### config.mk
export PLATFORM = sky130hd
export DESIGN_NAME = reg_read_stage
export DESIGN_NICKNAME = d
export VERILOG_FILES = /design/src/rtl/reg_read_stage.sv
export SDC_FILE = /design/constraint.sdc
export NUM_CORES = 1
export LEC_CHECK = 0
export ABC_AREA = 1
export ABC_CLOCK_PERIOD_IN_PS = 2700
export CELL_PAD_IN_SITES_DETAIL_PLACEMENT = 0
export CELL_PAD_IN_SITES_GLOBAL_PLACEMENT = 2
export CORE_MARGIN = 5
export CORE_UTILIZATION = 32
export CTS_CLUSTER_DIAMETER = 50
export DETAILED_ROUTE_END_ITERATION = 7
export DONT_BUFFER_PORTS = 1
export PLACE_DENSITY_LB_ADDON = 0.2
export SYNTH_ARGS = -nofsm -noshare
export SYNTH_HDL_FRONTEND = slang
export SYNTH_SLANG_ARGS = --single-unit
### constraint.sdc
create_clock -name clk_i -period 2.7 [get_ports clk_i]
set_clock_uncertainty 0.1 [all_clocks]
set_input_delay 0.135 -clock clk_i [delete_from_list [all_inputs] [get_ports clk_i]]
set_output_delay 0.135 -clock clk_i [all_outputs]
set_load 0.05 [all_outputs]
### src/rtl/reg_read_stage.sv
`default_nettype none
// ============================================================================
// Module      : reg_read_stage
// Description : Register-read / issue stage between decode and execute.
//               - Drives the register file's two combinational read addresses
//                 straight from the decoded source indices.
//               - Selects each operand from writeback data (same-cycle
//                 bypass) or register file data; index 0 always reads zero.
//               - Captures operands and pass-through fields into a one-entry
//                 output register with a valid/ready handshake to execute.
//               - Tracks pending destination writes in a 32-bit scoreboard
//                 and stalls decode on RAW/WAW hazards until the matching
//                 writeback retires.
// Ports       : clk_i, reset_i         clock, synchronous active-high reset
//               dec_*_i / dec_ready_o  decode-side handshake and fields
//               rf_addr*_o / rf_data*_i register file read port
//               wb_en_i/wb_addr_i/wb_data_i writeback strobe and payload
//               ex_*_o / ex_ready_i    execute-side handshake and fields
// Revision    : 1.0 - initial release
// ============================================================================
module reg_read_stage #(
    parameter int CTRL_W = 32
) (
    input  logic              clk_i,
    input  logic              reset_i,
    // decode side
    input  logic              dec_valid_i,
    output logic              dec_ready_o,
    input  logic [4:0]        dec_rs1_i,
    input  logic [4:0]        dec_rs2_i,
    input  logic [4:0]        dec_rd_i,
    input  logic              dec_wen_i,
    input  logic [CTRL_W-1:0] dec_ctrl_i,
    // register file read port
    output logic [4:0]        rf_addr1_o,
    output logic [4:0]        rf_addr2_o,
    input  logic [63:0]       rf_data1_i,
    input  logic [63:0]       rf_data2_i,
    // writeback
    input  logic              wb_en_i,
    input  logic [4:0]        wb_addr_i,
    input  logic [63:0]       wb_data_i,
    // execute side
    output logic              ex_valid_o,
    input  logic              ex_ready_i,
    output logic [63:0]       ex_rs1_val_o,
    output logic [63:0]       ex_rs2_val_o,
    output logic [4:0]        ex_rd_o,
    output logic              ex_wen_o,
    output logic [CTRL_W-1:0] ex_ctrl_o
);

    // ------------------------------------------------------------------
    // State
    // ------------------------------------------------------------------
    logic [31:0]       sb_q,        sb_d;
    logic              ex_valid_q,  ex_valid_d;
    logic [63:0]       ex_rs1_q,    ex_rs1_d;
    logic [63:0]       ex_rs2_q,    ex_rs2_d;
    logic [4:0]        ex_rd_q,     ex_rd_d;
    logic              ex_wen_q,    ex_wen_d;
    logic [CTRL_W-1:0] ex_ctrl_q,   ex_ctrl_d;

    // ------------------------------------------------------------------
    // Hazard detection
    // ------------------------------------------------------------------
    logic [31:0] w_clr;     // writeback retiring register r this cycle
    logic [31:0] w_busy;    // register r still has a pending write
    logic        w_hazard;
    logic        w_slot_free;
    logic        w_accept;
    logic [63:0] w_op1;
    logic [63:0] w_op2;

    genvar gi;
    generate
        for (gi = 0; gi < 32; gi++) begin : g_clr
            if (gi == 0) begin : g_zero
                assign w_clr[gi] = 1'b0;
            end else begin : g_reg
                assign w_clr[gi] = wb_en_i && (wb_addr_i == 5'(gi));
            end
        end
    endgenerate

    // A register whose writeback is presented this cycle is no longer busy:
    // the value is available through the bypass, which gives same-cycle RAW
    // release and lets a WAW instruction re-claim the register immediately.
    assign w_busy = sb_q & ~w_clr;

    // Source checks are unconditional; decode zeroes unused source fields,
    // and index 0 can never be busy.
    assign w_hazard = w_busy[dec_rs1_i] | w_busy[dec_rs2_i]
                    | (dec_wen_i & w_busy[dec_rd_i]);

    assign w_slot_free = ~ex_valid_q | ex_ready_i;
    assign dec_ready_o = w_slot_free & ~w_hazard;
    assign w_accept    = dec_valid_i & dec_ready_o;

    // ------------------------------------------------------------------
    // Register file addressing and operand selection
    // ------------------------------------------------------------------
    assign rf_addr1_o = dec_rs1_i;
    assign rf_addr2_o = dec_rs2_i;

    function automatic logic [63:0] sel_operand(
        input logic [4:0]  src,
        input logic [63:0] rf_val,
        input logic        wb_en,
        input logic [4:0]  wb_addr,
        input logic [63:0] wb_data
    );
        logic [63:0] val;
        if (src == 5'd0) begin
            val = 64'd0;
        end else if (wb_en && (wb_addr == src)) begin
            val = wb_data;
        end else begin
            val = rf_val;
        end
        return val;
    endfunction

    assign w_op1 = sel_operand(dec_rs1_i, rf_data1_i, wb_en_i, wb_addr_i, wb_data_i);
    assign w_op2 = sel_operand(dec_rs2_i, rf_data2_i, wb_en_i, wb_addr_i, wb_data_i);

    // ------------------------------------------------------------------
    // Next-state logic
    // ------------------------------------------------------------------
    always_comb begin
        ex_valid_d = ex_valid_q;
        ex_rs1_d   = ex_rs1_q;
        ex_rs2_d   = ex_rs2_q;
        ex_rd_d    = ex_rd_q;
        ex_wen_d   = ex_wen_q;
        ex_ctrl_d  = ex_ctrl_q;

        if (w_accept) begin
            ex_valid_d = 1'b1;
            ex_rs1_d   = w_op1;
            ex_rs2_d   = w_op2;
            ex_rd_d    = dec_rd_i;
            ex_wen_d   = dec_wen_i;
            ex_ctrl_d  = dec_ctrl_i;
        end else if (ex_valid_q && ex_ready_i) begin
            // Data fields hold after the handshake; only valid drops.
            ex_valid_d = 1'b0;
        end

        // Clear first, then set: a new claim wins over a same-cycle retire.
        sb_d = sb_q & ~w_clr;
        if (w_accept && dec_wen_i && (dec_rd_i != 5'd0)) begin
            sb_d[dec_rd_i] = 1'b1;
        end
        sb_d[0] = 1'b0;
    end

    // ------------------------------------------------------------------
    // Registers
    // ------------------------------------------------------------------
    always_ff @(posedge clk_i) begin
        if (reset_i) begin
            sb_q       <= '0;
            ex_valid_q <= 1'b0;
            ex_rs1_q   <= '0;
            ex_rs2_q   <= '0;
            ex_rd_q    <= '0;
            ex_wen_q   <= 1'b0;
            ex_ctrl_q  <= '0;
        end else begin
            sb_q       <= sb_d;
            ex_valid_q <= ex_valid_d;
            ex_rs1_q   <= ex_rs1_d;
            ex_rs2_q   <= ex_rs2_d;
            ex_rd_q    <= ex_rd_d;
            ex_wen_q   <= ex_wen_d;
            ex_ctrl_q  <= ex_ctrl_d;
        end
    end

    assign ex_valid_o   = ex_valid_q;
    assign ex_rs1_val_o = ex_rs1_q;
    assign ex_rs2_val_o = ex_rs2_q;
    assign ex_rd_o      = ex_rd_q;
    assign ex_wen_o     = ex_wen_q;
    assign ex_ctrl_o    = ex_ctrl_q;

endmodule
`default_nettype wire

==> summary.md <==
| Metric | Value |
|---|---|
| FF-to-FF End | `ex_ctrl_o[17]` |
| Placer's final routability congestion estimate | `0.9140` |
| Post-synth EDFFs | `0` |
| Final core utilization | `45.32%` |
| H-tree depth | `4` |
| Fin crit period | `2561 ps` |
| Crit Path Class | `input pin to flip-flop` |
| Synth Net Count | `1808` |
| Leakage | `5.793 nW` |
| WHS Path Cells | `3` |
| Top post-synthesis cells by count | `nand2_1 (372), nor2_1 (246), dfxtp_1 (198), a21oi_1 (197), o21ai_0 (178)` |
| Average wire per standard cell | `21.61 µm` |
| Post-synthesis area per instance | `6.474 µm²` |
| Largest net degree at the start of global routing | `117` |
| Slew Limit Fails | `0` |
| Required time of the worst setup path | `2990 ps` |
| CP max-delay cell | `dlygate4sd3_1` |
| Asr flop ratio synth | `0%` |
| Max stage delay on crit path | `580 ps` |
| Hold slack | `17.65 ps` |
| Clk sinks | `198` |
| Setup crit start | `dec_rd_i[2]` |
| Via count | `11643` |
| Proportion of synthesized area in mux cells | `0%` |
| Iter 0 DRT Violations | `920` |
| Worst vdd ir | `505.6 µV` |
| Synthesized cell area | `10090 µm²` |
| Worst path most repeated cell | `nand2_1` |
| CTS tree | `yes` |
| Worst skew pair latency | `450 ps` |
| Hold Vio Cnt, Final | `0` |
| Final nets | `2022` |
| Multi-input logic area | `5393 µm²` |
| IO buf count | `0` |
| DIE WIDTH | `187.5 µm` |
| Total GRT Usage | `25.16%` |
| Worst flop-to-flop path startpoint | `sb_q[7]` |
| Clock buffer count from CTS | `17` |
| Syn Inst Count | `1558` |
| Status | `finished clean` |
| Synth top area share | `39.30%` |
| Critical-path cell list | `inv_1 > dlygate4sd3_1 > nor2_2 > inv_2 > nor2_4 > nand2_1 > nand2_1 > nor2_1 > nand2_1 > inv_1 > nand2_1 > nor2_1 > nand3_1 > nand3_2 > nor3_4 > buf_12 > buf_12 > buf_12 > nand4_1 > a21oi_1` |
| Fraction of layout cells with a size suffix above 1 | `6.562%` |
| Worst-Margin Slew | `1047 ps` |
| Area delta synth->final | `40.67%` |
| GRT overflow | `0` |
| Cell Area, Placed | `10570 µm²` |
| Vias per cell | `5.321` |
| Final antenna-violating net count | `0` |
| Critical Path Start Type | `input pin` |
| Largest family of logic cells by synthesized area | `simple AND/OR/NAND/NOR gates` |
| Fin crit share | `94.86%` |
| WL final | `47280 µm` |
| Top FF cell, synth | `dfxtp_1` |
| Post-synth top area cell | `dfxtp_1` |
| Clk slew on worst S/H paths | `70 ps` |
| Count leader, synth | `nand2_1` |
| First-pass GRT wire length | `70300 µm` |
| CTS Buffer Depth | `2` |
| Die height | `187.5 µm` |
| Final Setup Violations | `0` |
| Worst Hold Class | `input pin to flip-flop` |
| Synth Register Bits | `198` |
| Vias in the first global route | `11352` |
| DRC Markers | `0` |
| Die Area | `35170 µm²` |
| Finished Cell Area | `14190 µm²` |
| Starting Density | `32.22%` |
| Power Dens Cells | `597.4 nW/µm²` |
| Synth Area in Compound Gates | `23.21%` |
| CTS Root Cell | `clkbuf_16` |
| Fillers | `3246` |
| Worst Reg-to-Reg Cells | `19` |
| Placeable Area | `31310 µm²` |
| Reg-to-reg setup timing slack | `210 ps` |
| Arr. time, crit path | `2850 ps` |
| Reg area | `3964 µm²` |
| Crit. End Element | `flip-flop` |
| Xor/xnor share of the synthesized area | `0.2605%` |
| Fmax | `390.4 MHz` |
| Yosys cell types | `25` |
| Largest cells by area after synthesis | `dfxtp_1 (39%), nand2_1 (14%), a21oi_1 (9.8%), nor2_1 (9.2%), o21ai_0 (8.8%)` |
| Ys Warns | `0` |
| Largest fanout on the critical path | `24` |
| Initial antenna violation count | `4` |
| Synth Area in Adders | `0%` |
| Top Ports | `428` |
| Simple-gate share of the synthesized area | `29.25%` |
| Seq/Total Area, Yosys | `39.30%` |
| First-pass DRT Iterations | `5` |
| Number of max-cap violations | `0` |
| Capture point of the critical path | `sb_q[11]` |
| Dpl hpwl | `32740 µm` |
| Site Rows | `65` |
| Relative slew slack | `29.95%` |
[state kept, by name, summed over array words and instances, names as in the netlist]
name,cells
ex_rs1_val_o,64
ex_valid_o,1
ex_rs2_val_o,64
ex_rd_o,5
sb_q,31
ex_ctrl_o,32
ex_wen_o,1
[worst max-delay path: cells and delay by family]
family | cells | cell delay, ps
AOI/OAI and AO/OA | 1 | 220
buffers and inverters | 7 | 1170
and+or+nand+nor | 12 | 1310
[cell families (layout without fill, tap and decap cells)]
| group | Yosys count | after routing |
|---|---|---|
| AOI/OAI and AO/OA | 438 | 438 |
| xor gates and xnor gates | 3 | 3 |
| buffers and inverters | 188 | 413 |
| DFF | 198 | 198 |
| other | 0 | 3 |
| and+or+nand+nor | 731 | 731 |
[repair_timing]
item	in CTS	in global routing
setup buffers	0	9
gates resized for setup	0	33
endpoints found under the hold margin	198	1
setup endpoints to repair	0	195
hold buffers	261	1
[through the flow]
step	TNS, ps	instances	setup WS, ps	power [mW]
after floorplan	0	1558	469.6	4.895
after global placement	-35.17	1880	-20.54	5.199
after detailed placement	0	1880	30.77	5.195
after CTS	0	2171	7.603	8.411
after global routing	-190.6	2188	-21.33	8.805
final	0	2188	138.8	8.477
[worst min-delay path by stage]
stage	to	slack, ps	start
5_1_grt	ex_rs2_val_o[2]	40	rf_data2_i[2]
4_1_cts	ex_rs2_val_o[2]	10	rf_data2_i[2]
3_3_place_gp	sb_q[3]	120	reset_i
6_report	ex_rs2_val_o[2]	20	rf_data2_i[2]
2_1_floorplan	ex_ctrl_o[0]	170	dec_ctrl_i[0]
3_5_place_dp	sb_q[23]	120	reset_i
[final cells by class]
cell class                 instances  share of cell area, %
inverter                          62                  1.667
timing repair buffer             321                  24.38
multi-input combinational       1172                  38.00
clock inverter                     9                  1.243
tap                              402                  3.545
clock buffer                      21                  3.174
sequential                       198                  27.93
antenna                            3                0.05291
[cells in the final DEF (no fill, tap or decap), drive strengths merged, types with 26 or more instances in the layout]
master / n
o21ai: 180
o21a: 28
dfxtp: 198
clkbuf: 26
nand2: 372
inv: 59
a21oi: 197
nand3: 72
nor2: 248
nand4: 37
dlygate4sd3: 258
buf: 56
o211ai: 26
[where the power goes]
group / internal, mW / total, mW / switching [mW]
Combinational: 0.702 / 1.45 / 0.749
Sequential: 3.16 / 4.18 / 1.02
Clock: 1.66 / 2.84 / 1.19
[metal layers]
metal  global-route usage (%)  up-vias  part of all wire (%)
met1                    31.84     5487                    42
met3                    8.582       68                   8.8
met5                        0        -                 0.015
met4                    6.719        2                   2.4
met2                    41.15      494                    47
li1                         -     5592                     -
(Power assumes the default switching activity.)
